<file path="src/rtl/cblock_cfg.sv">
// cblock_cfg: serially configured connection block joining a W-track channel to up/down logic-block pins
module cblock_cfg #(
  parameter int W = 3,
  parameter int SEL_W = $clog2(W + 1),
  parameter int CFG_BITS = 2 * W + 2 * SEL_W
) (
  input  logic         clk_i,
  input  logic         reset_i,
  input  logic         cfg_en_i,
  input  logic         cfg_valid_i,
  input  logic         cfg_bit_i,
  output logic         cfg_bit_o,
  output logic         cfg_done_o,
  output logic         cfg_err_o,
  input  logic [W-1:0] chan_i,
  output logic [W-1:0] chan_o,
  input  logic         up_i,
  output logic         up_o,
  input  logic         down_i,
  output logic         down_o
);
  localparam int CW = $clog2(CFG_BITS + 1);
  localparam int P = 1 << SEL_W;
  typedef enum logic [1:0] {UNCFG, LOAD, ACTIVE} state_t;
  state_t state, nxt;
  logic [CFG_BITS-1:0] shadow, act;
  logic [CW-1:0] cnt;
  logic [SEL_W-1:0] up_sel, down_sel;
  logic [P-1:0] chan_pad;
  logic shift, full, close;
  assign shift = cfg_en_i & cfg_valid_i;
  assign full = cnt == CW'(CFG_BITS);
  assign close = state == LOAD && !cfg_en_i;
  assign cfg_bit_o = shadow[CFG_BITS-1];
  assign up_sel = act[CFG_BITS-1 -: SEL_W];
  assign down_sel = act[CFG_BITS-1-SEL_W -: SEL_W];
  // Zero-padding past W makes out-of-range selects read 0.
  assign chan_pad = P'(chan_i);
  assign up_o = cfg_done_o & chan_pad[up_sel];
  assign down_o = cfg_done_o & chan_pad[down_sel];
  for (genvar k = 0; k < W; k++) begin : g_trk
    logic [1:0] m;
    assign m = act[2*k +: 2];
    assign chan_o[k] = cfg_done_o & (m == 2'd0 ? chan_i[k] : m == 2'd1 ? up_i : m == 2'd2 ? down_i : 1'b0);
  end
  // Next state: a window closing commits or falls back depending on prior configuration.
  always_comb begin
    nxt = state;
    if (state == LOAD)
      nxt = cfg_en_i ? LOAD : (full || cfg_done_o) ? ACTIVE : UNCFG;
    else if (cfg_en_i)
      nxt = LOAD;
  end
  // Shadow shifting and atomic commit into the active register.
  always_ff @(posedge clk_i) begin
    if (reset_i) begin
      state <= UNCFG;
      shadow <= '0;
      act <= '0;
      cnt <= '0;
      cfg_done_o <= 1'b0;
      cfg_err_o <= 1'b0;
    end else begin
      state <= nxt;
      if (shift) begin
        shadow <= {shadow[CFG_BITS-2:0], cfg_bit_i};
        cnt <= full ? cnt : cnt + 1'b1;
      end
      if (close) begin
        cnt <= '0;
        cfg_err_o <= !full;
        if (full) begin
          act <= shadow;
          cfg_done_o <= 1'b1;
        end
      end
    end
  end
endmodule

</file>
<file path="config.mk">
export PLATFORM = sky130hd
export DESIGN_NAME = cblock_cfg
export DESIGN_NICKNAME = d
export VERILOG_FILES = /design/src/rtl/cblock_cfg.sv
export SDC_FILE = /design/constraint.sdc
export NUM_CORES = 1
export LEC_CHECK = 0
export CORE_MARGIN = 3
export CORE_UTILIZATION = 56
export CTS_BUF_LIST = sky130_fd_sc_hd__clkbuf_2
export DETAILED_ROUTE_END_ITERATION = 8
export GPL_TIMING_DRIVEN = 0
export PLACE_DENSITY = 0.78
export RECOVER_POWER = 50
export SKIP_LAST_GASP = 1
export SYNTH_ARGS = -nofsm -noshare
export SYNTH_HDL_FRONTEND = slang
export SYNTH_SLANG_ARGS = --single-unit
</file>
<file path="constraint.sdc">
create_clock -name clk_i -period 1.9 [get_ports clk_i]
set_input_delay 0.57 -clock clk_i [delete_from_list [all_inputs] [get_ports clk_i]]
set_output_delay 0.57 -clock clk_i [all_outputs]
set_load 0.03 [all_outputs]
</file>
Word-level counts from Yosys, hierarchy flattened:

Cells that the tools add are included.

* flip-flop bits (word level): 28
* input bits: 10
* output and inout bits: 8
* word-level logic and storage cells: 52

* add/subtract/negate cells: 1
* $lt $le $gt $ge: 2
* equal/unequal tests: 8
* muxes and demuxes: 17
* bitwise gates (word level): 7
* reduce and logical (&&, ||, !) cells: 11

Operators by type and width (count)
* 2-to-1 mux 1 bit: 11
* == test 2 x 1 -> 1 bit (second input constant): 4
* 2-to-1 mux 2 bit: 4
* AND 1 bit: 6
* == test 2 bit (second input constant): 3
* logical NOT 2 bit: 3
* < comparator 2 x 3 -> 1 bit (second input constant): 2
* adder 4 x 1 -> 4 bit (second input constant): 1
* binary-select mux 1 bit (select 2 bit): 2
* == test 4 bit (second input constant): 1
* AND reduction 2 bit: 2
* logical NOT 1 bit: 2
* nonzero test 2 bit: 1
* OR reduction 2 bit: 1
* logical AND 1 bit: 1
* logical OR 1 bit: 1
* inverter 1 bit: 1

Logic depth before layout (Yosys ltp):

Gate-level depths: netlist of run 1.

* depth in word-level cells: 5
* mapped depth: 6
* gate-level depth less buffers: 5

Worst setup path after synthesis of run 1:

No wires, ideal clock.

* kind: input -> output
* start point: in down_i
* end point: out chan_o[0]
* arrival time: 1.030 ns
* required time: 1.330 ns
* slack: 0.300 ns
* stages: 3
* path buffers: 0
* path through: mux2i_1 o21ai_0 and2_1

* longest elaborated chain between the ends: 4

RTL lines
* start: declaration: RTL line 19 `input logic down_i,`
* 2-to-1 mux 1 bit (3 in a row): RTL line 44 `assign chan_o[k] = cfg_done_o & (m == 2'd0 ? chan_i[k] : m == 2'd1 ? up_i : m == 2'd2 ? down_i : 1'b0);`
* AND 1 bit: RTL line 44
* end: declaration: RTL line 16 `output logic [W-1:0] chan_o,`

Every way passes these cells.

Worst setup path after layout of run 1:

* start point: in down_i
* end point: out chan_o[1]

The elaborated chain is that of the path after synthesis.

==> results of run 1 <==
-- cell usage in the layout, fill, tap and decap left out --
cell | netlist | routed
and2_0 | 0 | 1
clkbuf_1 | 3 | 3
inv_1 | 1 | 1
or2_2 | 1 | 1
nor3_2 | 1 | 1
o21ai_1 | 0 | 5
clkdlybuf4s15_1 | 0 | 4
or3_1 | 3 | 3
nand2b_1 | 20 | 20
dlygate4sd3_1 | 0 | 2
nand3b_1 | 5 | 5
nor3b_2 | 1 | 1
nor4_1 | 1 | 1
and2_1 | 6 | 6
mux2i_1 | 15 | 15
o21ai_0 | 8 | 3
clkdlybuf4s50_1 | 0 | 2
buf_6 | 0 | 4
a211o_1 | 1 | 1
ha_1 | 2 | 2
buf_2 | 2 | 2
a21oi_1 | 16 | 16
nand2_1 | 21 | 22
dfxtp_2 | 0 | 5
nor3_1 | 1 | 1
dlygate4sd2_1 | 0 | 4
clkbuf_2 | 0 | 3
bufinv_16 | 0 | 1
dfxtp_1 | 28 | 23
clkbuf_4 | 0 | 1
nand3_1 | 2 | 2
nor2_1 | 4 | 4
buf_4 | 0 | 3
and3b_4 | 1 | 1
-- report_power, final --
part,switching [mW],leakage (nW),total (mW),internal (mW)
sequential,0.00493,0.229,0.600,0.595
combinational,0.0386,0.275,0.0718,0.0332
clock,0.176,0.0266,0.357,0.181
-- what timing repair did --
| action | in CTS | in global routing |
|---|---|---|
| hold endpoints to repair | 0 | 0 |
| setup endpoints to repair | 8 | 6 |
| setup buffers | 2 | 0 |
| gates resized for setup | 51 | 5 |
-- how the worst max path moves through the flow --
stage	start	endpoint	slack [ns]
global placement	chan_i[1]	up_o	-0.76
floorplan	down_i	chan_o[0]	0.30
finish	down_i	chan_o[1]	-0.02
CTS	act[3]	chan_o[1]	-0.05
detailed placement	chan_i[1]	chan_o[1]	-0.80
global route	act[5]	chan_o[2]	-0.09
-- metal layers --
layer / GRT usage [%] / up-vias / share of wire [%]
met5: 0 / - / 0
met4: 6.22 / 0 / 0.43
met3: 3.60 / 2 / 4.6
met2: 35.1 / 18 / 45
met1: 26.1 / 491 / 50
li1: - / 537 / -
-- stage by stage --
stage	instances	area [um^2]	worst slack [ns]	setup TNS [ns]
finish	196	1550	-0.0168	-0.0190
global placement	190	1500	-0.762	-6.04
global route	196	1550	-0.0886	-0.513
floorplan	146	1290	0.300	0
CTS	196	1560	-0.0538	-0.0538
detailed placement	190	1500	-0.798	-6.92
-- cells by family after synthesis --
logic type	Yosys count	share of synthesized area, %
simple gates	69	30.1
flops	28	43.3
compound gates	25	9.95
mux	15	11.6
buf+inv	7	3.09
fa+ha+maj	2	1.93
-- registers in the layout (all words and copies together), names as in the netlist --
register    flops
cnt             4
cfg_done_o      1
act            10
cfg_err_o       1
shadow         10
state           2
-- area by class of cell --
type | count | area (um^2)
Inverter | 1 | 3.75
Sequential cell | 28 | 567
Clock inverter | 1 | 30.0
Fill cell | 166 | 532
Timing Repair Buffer | 19 | 183
Buffer | 6 | 28.8
Clock buffer | 3 | 15.0
Multi-Input combinational cell | 111 | 689
Tap cell | 27 | 33.8
-- critical path, cell delays in order --
cell and delay [ns]:
dlygate4sd2_1 0.26, mux2i_1 0.13, o21ai_1 0.07, and2_1 0.15
buf_4 0.16
==> results.cfg, run 1 <==
[hold_path]
hold_path.class = reg2reg
hold_end = shadow[9]
hold_start = shadow[8]
hold_depth = 2

[worst_setup_path]
cp-start-kind = input pin
cp_data_arrival_time_ns = 1.35
r2r_end = act[2]
critical_path.max_fanout = 3
crit_type = in2out
reg2regPathDepth = 6
r2r_slack_ns = 0.27
end_kind = output pin
required_ns = 1.33
r2r-start = cnt[0]

[floorplanning]
rows = 16
initial_core_util_pct = 62.2
die_h_um = 54.1
chipWidth_um = 54.1
fp.coreArea_mm2 = 0.00208
io_pins = 18
die_area_mm2 = 0.00293

[sta]
fin_crit_ns = 1.92
fmax_mhz = 522
hold_ws_ns = 0.489
final_hold_viol_count = 0
rsz0062_at_grt = yes
finClkSkew_ns = 0.00368
worst_slack_ns = -0.0168
slew-limit-headroom_pct = 70.6
timing.final.crit_share_pct = 101
slew_violations = 0
final-setup-viol-count = 2
worst_pin_slew_ns = 0.441

[drt]
first_pass_iters = 4
drc = 0
wire_per_inst_um = 13.1
routed_via_density = 5.35
wl_um = 2560
ant_nets = 0
vias = 1048
drt_iter0_drc = 25

[final_layout]
antenna_cells = 0
fin_nets = 182
syn_to_final_growth_pct = 19.7
fin_util_pct = 74.5
drive_above_1_share_pct = 13.6

[cts]
cts_root_buf = clkbuf_2
htreeDepth = 1
numCtsBuffers = 3
numClockSinks = 28
cts_buffer_depth = 2
clk_latency_ns = 0.36
tritoncts = done
path_clk_slew_ns = 0.26
postCtsHoldBufs = 0

[global_route]
grt_first_pass_wirelength_um = 4400
grt_pass1_vias = 1038
grt_overflow_total = 0
grt_antenna_before_repair = 0
grt_start_max_net_pins = 17
track_usage_pct = 20.5

[place]
portBuffers = 17
gp_congestion = 0.741
dp_hpwl_um = 1930

[yosys]
synthArstFlopShare_pct = 0
synth_ff_type = dfxtp_1
yosysMostFrequentCell = dfxtp_1
synth_cell_types = 25
ys_warn_count = 0
ys_top_cells_by_count = 28 x dfxtp_1, 21 x nand2_1, 20 x nand2b_1
ys_seq_area_share_pct = 43.3
syn_nets = 158
synth_edf_count = 0
ys_top_cells_by_area = dfxtp_1 43%, mux2i_1 12%, nand2b_1 9.7%
synth_largest_area_cell = dfxtp_1
ys_ff_latch = 28
netlist.area_leader.share_pct = 43.3
postSynthAreaPerCell_um2 = 8.87
netlist_instances = 146
netlist_area_mm2 = 0.00129

[job]
max_cap_violations = 0

[pwr]
ir_drop_mv = 0.414
power.density_mw_per_mm2 = 663
leakagePower_nw = 0.530
total_power_mw = 1.03

[outcome]
violations = setup timing
status = finished with violations
Note: power is estimated with default switching activity, not from simulation.
==> run 2, diff against run 1 <==
- PLACE_DENSITY: 0.78 -> 0.79
==> results.cfg, run 2 (same netlist as run 1, synthesis figures left out) <==
[pwr]
leakagePower_nw = 0.528
combPwrFrac_pct = 7.0
p_sw_share_pct = 21.4
power.switching_mw = 0.220
p_int_mw = 0.809
total_power_mw = 1.03
pwr-share-clk_pct = 34.7
pwr-share-seq_pct = 58.2
ir_drop_mv = 0.566
power.density_mw_per_mm2 = 665

[sta]
slew_violations = 0
fin_crit_ns = 1.92
finClkSkew_ns = 0.00122
fmax_mhz = 520
worst_pin_slew_ns = 0.478
final_hold_viol_count = 0
worst_slack_ns = -0.0219
timing.final.crit_share_pct = 101
rsz0062_at_grt = yes
slew-limit-headroom_pct = 68.1
final-setup-viol-count = 11

[drt]
first_pass_iters = 4
routed_via_density = 5.33
vias = 1040
wire_per_inst_um = 12.9
drt_iter0_drc = 18
ant_nets = 0
wl_um = 2520
drc = 0

[worst_setup_path]
crit_type = in2reg
reg2regPathDepth = 6
cp_data_arrival_time_ns = 2.24
cp-start-kind = input pin
required_ns = 2.22
end_kind = flip-flop
critical_path.max_fanout = 10

[final_layout]
final_cell_mix = 23 x dfxtp_1, 22 x nand2_1, 20 x nand2b_1
antenna_cells = 0
fin_cells = 195
syn_to_final_growth_pct = 19.5
drive_above_1_share_pct = 13.7
reg.largest.list = act x10, shadow x10, cnt x4
mostFrequentLayoutCell = dfxtp_1
fin_nets = 181
fin_util_pct = 74.3

[floorplanning]
die_h_um = 54.1
rows = 16
die_area_mm2 = 0.00293
chipWidth_um = 54.1
initial_core_util_pct = 62.2
fp.coreArea_mm2 = 0.00208
io_pins = 18

[global_route]
grt_first_pass_wirelength_um = 4230
grt_overflow_total = 0
met2_usage_pct = 32.1
top_usage_layer = met2
grt_start_max_net_pins = 17
grt_pass1_vias = 965
grtUsageMet1_pct = 26.4
grt_util_met3_pct = 4.16
grt_antenna_before_repair = 0
track_usage_pct = 20.2

[outcome]
violations = setup timing
status = finished with violations

[cts]
tritoncts = done
numCtsBuffers = 3
cts_buffer_depth = 2
clk_latency_ns = 0.36
numClockSinks = 28
htreeDepth = 1
path_clk_slew_ns = 0.26
cts_root_buf = clkbuf_2

[place]
portBuffers = 17
dp_hpwl_um = 1870
gp_congestion = 0.732
placedCellCount = 190

[job]
max_cap_violations = 0

[hold_path]
hold_depth = 2
hold_path.class = reg2reg
## run 2: critical path, stage by stage
cell and delay [ns]:
dlygate4sd3_1 0.62, nor3b_1 0.45, and2_4 0.26, buf_8 0.15
mux2i_1 0.19
## run 2: final cells by class
cell class	count	area [um^2]
Clock inverter	1	30.0
Tap cell	27	33.8
Clock buffer	3	15.0
Fill cell	175	534
Buffer	6	36.3
Inverter	1	3.75
Sequential cell	28	567
Multi-Input combinational cell	111	687
Timing Repair Buffer	18	175
## run 2: path summary, 6_finish.rpt
path	endpoint	slack, ns	start
setup / recovery	act[8]	-0.02	cfg_en_i
hold / removal	shadow[4]	0.49	shadow[3]
setup reg to reg	cfg_err_o	0.40	cnt[0]
hold reg to reg	shadow[4]	0.49	shadow[3]
## run 2: metrics by stage
stage                     cell area, um^2  setup TNS, ns  setup WS, ns  hold WS (ns)
after floorplan                      1290              0         0.300         0.446
after global placement               1500          -5.96        -0.757         0.455
after detailed placement             1500          -6.80        -0.786         0.461
after CTS                            1550        -0.0885       -0.0493         0.488
after global routing                 1550          -1.12        -0.125         0.508
final                                1550         -0.118       -0.0219         0.492
## run 2: power groups by stage
stage	clock network, mW	registers [mW]	logic [mW]
floorplan	0	0.611	0.0372
global placement	0	0.610	0.0736
detailed placement	0	0.610	0.0767
CTS	0.365	0.600	0.0744
global route	0.385	0.601	0.0801
finish	0.357	0.600	0.0724
## run 2: what timing repair did
action,in CTS,in global routing
pin swaps,0,1
gates resized for setup,54,5
hold endpoints to repair,0,0
endpoints found under the setup margin,8,6
hold buffers,0,0
setup buffers,1,0
## run 2: per-layer routing
metal | up-vias | wire length (um)
met5 | - | 0
met4 | 0 | 19
met3 | 2 | 131
met2 | 26 | 1120
met1 | 472 | 1250
li1 | 540 | -
==> run 3, diff against run 2 <==
- ABC_CLOCK_PERIOD_IN_PS: unset -> 1900
- CTS_CLUSTER_SIZE: unset -> 28
- SKIP_CTS_REPAIR_TIMING: unset -> 1
==> results.cfg, run 3 (same netlist as run 1, synthesis figures left out) <==
[outcome]
status = finished with violations
violations = setup timing

[hold_path]
hold_end = shadow[4]
hold_path.class = reg2reg
hold_depth = 2
hold_start = shadow[3]

[sta]
timing.final.crit_share_pct = 104
worst_pin_slew_ns = 0.483
finClkSkew_ns = 0.000872
rsz0062_at_grt = yes
slew_violations = 0
fmax_mhz = 506
fin_crit_ns = 1.98
tns_ns = -0.323
final-setup-viol-count = 10
worst_slack_ns = -0.0755
final_hold_viol_count = 0
slew-limit-headroom_pct = 67.7

[cts]
clk_latency_ns = 0.35
path_clk_slew_ns = 0.26
htreeDepth = 1
cts_buffer_depth = 2
tritoncts = done
cts_root_buf = clkbuf_2
numClockSinks = 28
numCtsBuffers = 3

[worst_setup_path]
required_ns = 1.33
cpPeakStageDelay_ns = 0.44
cp_slowest_cell = dfxtp_1
end_kind = output pin
reg2regPathDepth = 6
crit_type = reg2out
r2r_end = cfg_err_o
critical_path.max_fanout = 3
cp_data_arrival_time_ns = 1.41
crit_chain = mux2i_1 > o21ai_1 > and2_1 > clkbuf_4
r2r_slack_ns = 0.39
cp-start-kind = flip-flop
critPathTopFamily = flip-flops
r2r-start = cnt[0]
crit_buf_inv = 1

[floorplanning]
die_h_um = 54.1
rows = 16
chipWidth_um = 54.1
initial_core_util_pct = 62.2
io_pins = 18
die_area_mm2 = 0.00293
fp.coreArea_mm2 = 0.00208

[drt]
drc = 0
vias = 1038
first_pass_iters = 4
drt_iter0_drc = 16
wl_um = 2540
wire_per_inst_um = 13.1
routed_via_density = 5.35
ant_nets = 0

[final_layout]
fin_util_pct = 74.7
drive_above_1_share_pct = 12.0
final_cell_mix = 24 x dfxtp_1, 22 x nand2_1, 20 x nand2b_1
final_cell_area_mm2 = 0.00156
fin_cells = 194
fin_nets = 180
reg.largest.list = act x10, shadow x10, cnt x4
mostFrequentLayoutCell = dfxtp_1
syn_to_final_growth_pct = 20.1
antenna_cells = 0

[place]
portBuffers = 17
dp_hpwl_um = 1870
placedCellCount = 190
dp_slack_ns = -0.786
gp_congestion = 0.732
dpl-instance-area_mm2 = 0.00150

[global_route]
track_usage_pct = 20.1
grt_first_pass_wirelength_um = 4220
grt_antenna_before_repair = 0
grt_pass1_vias = 974
grt_overflow_total = 0
grt_start_max_net_pins = 17

[pwr]
leakagePower_nw = 0.587
p_int_mw = 0.810
power.density_mw_per_mm2 = 662
combPwrFrac_pct = 7.1
power.switching_mw = 0.219
ir_drop_mv = 0.567
pwr-share-clk_pct = 34.6
pwr-share-seq_pct = 58.3
p_sw_share_pct = 21.3

[job]
max_cap_violations = 0
-- run 3: cell count changes in the layout (fill, tap and decap cells not counted) --
| cell | delta |
|---|---|
| dlymetal6s2s_1 | +7 |
| clkdlybuf4s15_1 | -4 |
| dlygate4sd2_1 | -3 |
| buf_4 | -1 |
| buf_6 | -1 |
| clkbuf_1 | +1 |
| clkbuf_2 | -1 |
| clkbuf_4 | +1 |
| dfxtp_1 | +1 |
| dfxtp_2 | -1 |
-- run 3: worst max path at each step --
stage / start / end / slack [ns] / depth (start not counted)
finish: act[1] / chan_o[0] / -0.08 / 4
CTS: chan_i[1] / up_o / -0.80 / 5
global route: act[1] / chan_o[0] / -0.22 / 4
floorplan: down_i / chan_o[0] / 0.30 / 3
detailed placement: chan_i[2] / chan_o[2] / -0.79 / 5
global placement: chan_i[0] / chan_o[0] / -0.76 / 5
-- run 3: through the flow --
| step | total power, mW | hold slack [ns] |
|---|---|---|
| after floorplan | 0.649 | 0.446 |
| after global placement | 0.683 | 0.455 |
| after detailed placement | 0.687 | 0.461 |
| after CTS | 1.04 | 0.488 |
| after global routing | 1.07 | 0.508 |
| final | 1.03 | 0.486 |
-- run 3: layout make-up --
class                      count  area (um^2)
clock inverter                 1         30.0
sequential                    28          566
buffer                         6         36.3
multi-input combinational    111          687
inverter                       1         3.75
tap                           27         33.8
timing repair buffer          17          184
clock buffer                   3         15.0
fill                         175          527
-- run 3: power by group through the flow --
stage	sequential, mW	combinational [mW]	clock (mW)
6_report	0.600	0.0735	0.356
4_1_cts	0.600	0.0775	0.365
3_3_place_gp	0.610	0.0736	0
2_1_floorplan	0.611	0.0372	0
3_5_place_dp	0.610	0.0767	0
5_1_grt	0.601	0.0812	0.385
-- run 3: routing by layer --
layer | track usage [%] | wire length, um | vias to the layer above
met2 | 32.1 | 1130 | 25
met5 | 0 | 0 | -
met1 | 26.3 | 1270 | 470
met3 | 4.16 | 126 | 2
met4 | 8.30 | 19 | 0
li1 | - | - | 541
-- run 3: worst min-delay path, cell delays in order, from the launching register on --
cell,delay (ns)
dfxtp_1,0.38
nand2_1,0.05
a21oi_1,0.05
